$ cat src/rtl/tdm_demux_1x8.sv
// Receive-side TDM demultiplexer: tracks the slot index of a framed word stream
// and presents each complete 8-slot frame in parallel with a one-cycle strobe.
module tdm_demux_1x8 #(
  parameter int unsigned WIDTH = 1
) (
  input  logic                 clk,
  input  logic                 rst,
  input  logic                 in_valid,
  input  logic [WIDTH-1:0]     in_data,
  input  logic                 in_sync,
  output logic [8*WIDTH-1:0]   out,
  output logic                 frame_valid,
  output logic [2:0]           slot,
  output logic                 locked,
  output logic                 sync_err
);

  localparam int unsigned NSLOT  = 8;
  localparam int unsigned NSHAD  = NSLOT - 1;
  localparam int unsigned SLOTW  = 3;
  localparam logic [SLOTW-1:0] LAST_SLOT = SLOTW'(NSLOT - 1);

  typedef enum logic [0:0] {HUNT = 1'b0, RUN = 1'b1} state_t;

  state_t                  state, state_nxt;
  logic [WIDTH-1:0]        shadow [NSHAD];
  logic [SLOTW-1:0]        slot_nxt;
  logic                    wr_en;
  logic [SLOTW-1:0]        wr_idx;
  logic                    load_out;
  logic                    fv_nxt;
  logic                    err_nxt;
  logic [8*WIDTH-1:0]      frame_c;

  // State and datapath registers
  always_ff @(posedge clk) begin
    if (rst) begin
      state       <= HUNT;
      slot        <= '0;
      out         <= '0;
      frame_valid <= 1'b0;
      sync_err    <= 1'b0;
      for (int k = 0; k < int'(NSHAD); k++) shadow[k] <= '0;
    end else begin
      state       <= state_nxt;
      slot        <= slot_nxt;
      frame_valid <= fv_nxt;
      sync_err    <= err_nxt;
      if (load_out) out <= frame_c;
      for (int k = 0; k < int'(NSHAD); k++) begin
        if (wr_en && (wr_idx == SLOTW'(k))) shadow[k] <= in_data;
      end
    end
  end

  // Next-state: enter RUN on a sync beat, fall back to HUNT when a frame start is missing
  always_comb begin
    state_nxt = state;
    unique case (state)
      HUNT: if (in_valid && in_sync) state_nxt = RUN;
      RUN:  if (in_valid && !in_sync && (slot == '0)) state_nxt = HUNT;
      default: state_nxt = HUNT;
    endcase
  end

  // Slot tracking, shadow writes and flag generation
  always_comb begin
    slot_nxt = slot;
    wr_en    = 1'b0;
    wr_idx   = slot;
    load_out = 1'b0;
    fv_nxt   = 1'b0;
    err_nxt  = 1'b0;
    if (in_valid) begin
      unique case (state)
        HUNT: begin
          if (in_sync) begin
            wr_en    = 1'b1;
            wr_idx   = '0;
            slot_nxt = SLOTW'(1);
          end
        end
        RUN: begin
          if (in_sync) begin
            // Early sync restarts the frame from this beat
            wr_en    = 1'b1;
            wr_idx   = '0;
            slot_nxt = SLOTW'(1);
            err_nxt  = (slot != '0);
          end else if (slot == '0) begin
            err_nxt  = 1'b1;
            slot_nxt = '0;
          end else if (slot == LAST_SLOT) begin
            load_out = 1'b1;
            fv_nxt   = 1'b1;
            slot_nxt = '0;
          end else begin
            wr_en    = 1'b1;
            slot_nxt = slot + SLOTW'(1);
          end
        end
        default: ;
      endcase
    end
  end

  // Slot 7 is taken straight from the input so it never needs a shadow register
  always_comb begin
    frame_c = '0;
    for (int k = 0; k < int'(NSHAD); k++) frame_c[k*WIDTH +: WIDTH] = shadow[k];
    frame_c[NSHAD*WIDTH +: WIDTH] = in_data;
  end

  assign locked = (state == RUN);

endmodule

$ cat config.mk
export PLATFORM = sky130hd
export DESIGN_NAME = tdm_demux_1x8
export DESIGN_NICKNAME = d
export VERILOG_FILES = /design/src/rtl/tdm_demux_1x8.sv
export SDC_FILE = /design/constraint.sdc
export NUM_CORES = 1
export LEC_CHECK = 0
export BUFFER_PORTS_ARGS = -buffer_cell sky130_fd_sc_hd__buf_2
export CAP_MARGIN = 0
export CORE_ASPECT_RATIO = 1.1
export CORE_MARGIN = 2
export CORE_UTILIZATION = 47
export CTS_CLUSTER_DIAMETER = 60
export DETAILED_ROUTE_END_ITERATION = 12
export GPL_ROUTABILITY_DRIVEN = 0
export PLACE_DENSITY = 0.72
export SLEW_MARGIN = 20
export SYNTH_ARGS = -nofsm -noshare
export SYNTH_HDL_FRONTEND = slang
export SYNTH_SLANG_ARGS = --single-unit
$ cat constraint.sdc
create_clock -name clk -period 1.8 [get_ports clk]
set_clock_uncertainty 0.1 [all_clocks]
set_input_delay 0.09 -clock clk [delete_from_list [all_inputs] [get_ports clk]]
set_output_delay 0.09 -clock clk [all_outputs]
set_load 0.05 [all_outputs]
==> metrics.md <==
| Metric | Value |
|---|---|
| Outcome | finished, final reports clean |
| Clock H-tree levels | 1 |
| Clock Pin Slew Worst Setup and Hold Paths | 110 ps |
| Num rows | 17 |
| Fraction of post-synthesis cell area in the top cell type by area | 0.287 |
| Critical path endpoint category | flip-flop |
| Number of synthesized flops with an enable pin | 7 |
| Reg2reg setup slack | 100 ps |
| Capturing element of the worst setup path | shadow[0] |
| Critical path data required time | 1730 ps |
| Worst hold path type | in -> reg |
| Antenna diode count | 0 |
| Net Count, Synth | 108 |
| Die X-Extent | 47.4 um |
| Worst-Margin Slew | 261 ps |
| Max-capacitance violation count | 0 |
| Global-route wire length before repair | 2720 um |
| Count of cells along the worst register-to-register path | 5 |
| Final critical-path setup slack | 102 ps |
| Maximum fanout count along the critical path | 8 |
| Setup repair after global routing missed its margin | false |
| Final count of hold timing violations | 0 |
| Total design power | 0.814 mW |
| Ranking of synthesized cells by area | sky130_fd_sc_hd__dfxtp_1 29%, sky130_fd_sc_hd__edfxtp_1 22%, sky130_fd_sc_hd__nand2_1 8.8% |
| Vias after detailed routing | 726 |
| CP startpoint | slot[1] |
| Leak | 0.468 nW |
| Final critical-path required period | 1700 ps |
| Global router's overall resource usage | 0.154 |
| Initial cell density of the core | 0.493 |
| Endpoint of the worst register-to-register path | shadow[0] |
| Number of violations reported at the end of detailed-routing iteration 0 | 8 |
| Post-CTS repair timing setup buffer count | 0 |
| Startpoint of the most critical register-to-register path | slot[1] |
| Worst Setup Path Type | reg -> reg |
| Flop and latch count out of synthesis | 21 |
| Synth warn | 0 |
| Dpl cells | 142 |
| I/O pin count | 19 |
| Number of instances on the worst hold path | 3 |
| CTS tree | built |
| DRC errors left | 0 |
| HPWL after detailed placement | 1250 um |
| Final critical-path share of the clock period | 0.944 |
| Largest net degree at the start of global routing | 23 |
| Detailed-route wire length per cell | 11.4 um |
| Initial antenna violation count | 0 |
| Most common library cell in the layout ignoring fill and taps | sky130_fd_sc_hd__nand2_1 |
| Synth Flop Type | sky130_fd_sc_hd__dfxtp_1 |
| Average cell area after synthesis | 9.76 um^2 |
| Ratio of cells with drive above 1 in the final layout | 0.242 |
| DRT Pass-1 Iters | 4 |
| Net count, final | 129 |
| Number of antenna-violating nets in the routed design | 0 |
| Power per standard cell area | 719 mW/mm^2 |
| Hold_ws | 26.3 ps |
| # setup viols final | 0 |
| Fillers | 201 |
| Post-Route WL | 1680 um |
| Post-synthesis to final-layout area growth | 16.0% |
| Synthesized cell area | 976 um^2 |
| Die Y-Extent | 51.8 um |
| Arrival time worst endpoint | 1630 ps |
| Number of different library cells in the post-synthesis netlist | 28 |
| Async set or reset register ratio after synthesis | 0 |
| Maximum number of buffers from clock root to sink | 2 |
| Maximum vdd drop | 0.000435 V |
| Number of sinks driven by the clock tree | 21 |
| Storage element area | 499 um^2 |
| Multi-input combinational cell area | 433 um^2 |
| Num CTS Buffers | 3 |
| Via density per instance | 4.91 |
| Clock tree root driver cell | sky130_fd_sc_hd__clkbuf_4 |
| Pre-CTS worst setup slack | 115 ps |
| Core box area | 0.00198 mm^2 |
| Post-cts repair resize count | 0 |
| Post-Syn Instances | 100 |
| Nature of the critical path startpoint | flip-flop |
| Proportion of synthesized chip area in sequential cells | 0.503 |
| Aggregate global routing overflow | 0 |
| Post-route non-filler standard cell count | 148 |
| Cell taking the most area after synthesis | sky130_fd_sc_hd__dfxtp_1 |
| Number of global-route vias before repair | 643 |
| DIE AREA | 0.00246 mm^2 |
| Count of final max-slew check failures | 0 |
| Top library cells by usage in the layout, fill and taps aside | 23 x sky130_fd_sc_hd__nand2_1, 18 x sky130_fd_sc_hd__buf_2, 11 x sky130_fd_sc_hd__dfxtp_1, 8 x sky130_fd_sc_hd__mux2i_1, 7 x sky130_fd_sc_hd__edfxtp_1 |
| Clock Latency Late Sink | 300 ps |
| Final sum of negative setup slack | 0 ps |
| Maximum clock frequency | 0.589 GHz |
| IO buf count | 18 |
| Worst slew margin relative to its limit | 0.824 |
-- registers in the layout, indices dropped and copies added (netlist names) --
signal       flops
sync_err         1
frame_valid      1
locked           1
slot             3
out              8
shadow           7
-- power breakdown --
part	internal (mW)	leakage (nW)	total (mW)	switching [mW]
clock network	0.0864	0.0150	0.223	0.137
logic	0.0289	0.266	0.0826	0.0538
registers	0.499	0.187	0.508	0.00965
-- critical path: stages, from the launching register on --
cell and delay [ps]:
sky130_fd_sc_hd__dfxtp_4 400, sky130_fd_sc_hd__inv_1 90, sky130_fd_sc_hd__ha_4 170, sky130_fd_sc_hd__or4_1 390
sky130_fd_sc_hd__o21a_1 210, sky130_fd_sc_hd__nand2_1 60
-- through the flow --
stage           util  area (um^2)
4_1_cts        0.572         1130
5_1_grt        0.572         1130
3_5_place_dp   0.549         1090
2_1_floorplan      -         1000
3_3_place_gp   0.549         1090
6_report       0.572         1130
-- repair_timing --
item                                   4_1_cts  5_1_grt
setup endpoints to repair                    0        0
hold buffers                                 2        0
endpoints found under the hold margin        6        0
-- layout make-up --
| type | count | area share |
|---|---|---|
| clock buffer | 4 | 0.0232 |
| inverter | 5 | 0.0188 |
| multi-input combinational | 69 | 0.382 |
| sequential | 21 | 0.441 |
| tap | 28 | 0.0309 |
| timing repair buffer | 21 | 0.104 |
-- cell families after synthesis --
kind of cell | after synthesis | share of synthesized area
AO/OA/AOI/OAI | 13 | 0.0821
XOR/XNOR | 1 | 0.00898
adder cells (fa/ha/maj) | 3 | 0.0385
flip-flops | 21 | 0.503
buffers and inverters | 10 | 0.0667
AND/OR/NAND/NOR | 44 | 0.219
multiplexers | 8 | 0.0821
-- cells in the mapped netlist (2+ instances only) --
cell and count:
sky130_fd_sc_hd__edfxtp_1 7, sky130_fd_sc_hd__nor2_1 5, sky130_fd_sc_hd__nand2_1 23, sky130_fd_sc_hd__dfxtp_1 14, sky130_fd_sc_hd__buf_6 3, sky130_fd_sc_hd__ha_1 3, sky130_fd_sc_hd__o21ai_0 6, sky130_fd_sc_hd__nor3_1 5
sky130_fd_sc_hd__mux2i_1 8, sky130_fd_sc_hd__nand3b_1 2, sky130_fd_sc_hd__o31ai_1 2, sky130_fd_sc_hd__nand3_1 2, sky130_fd_sc_hd__inv_1 5
-- metal layers --
layer / track usage / wire length [um]
met5: 0 / 0
met2: 0.257 / 765
met1: 0.195 / 823
met4: 0.0556 / 20
met3: 0.0243 / 71
-- worst min-delay path by stage --
stage | slack [ps] | endpoint | start
after global routing | 30 | locked | in_sync
after CTS | 6 | locked | in_sync
after detailed placement | 250 | locked | rst
after global placement | 250 | locked | rst
after floorplan | 50 | locked | rst
final | 30 | locked | in_sync
Note: power is estimated with default switching activity, not from simulation.
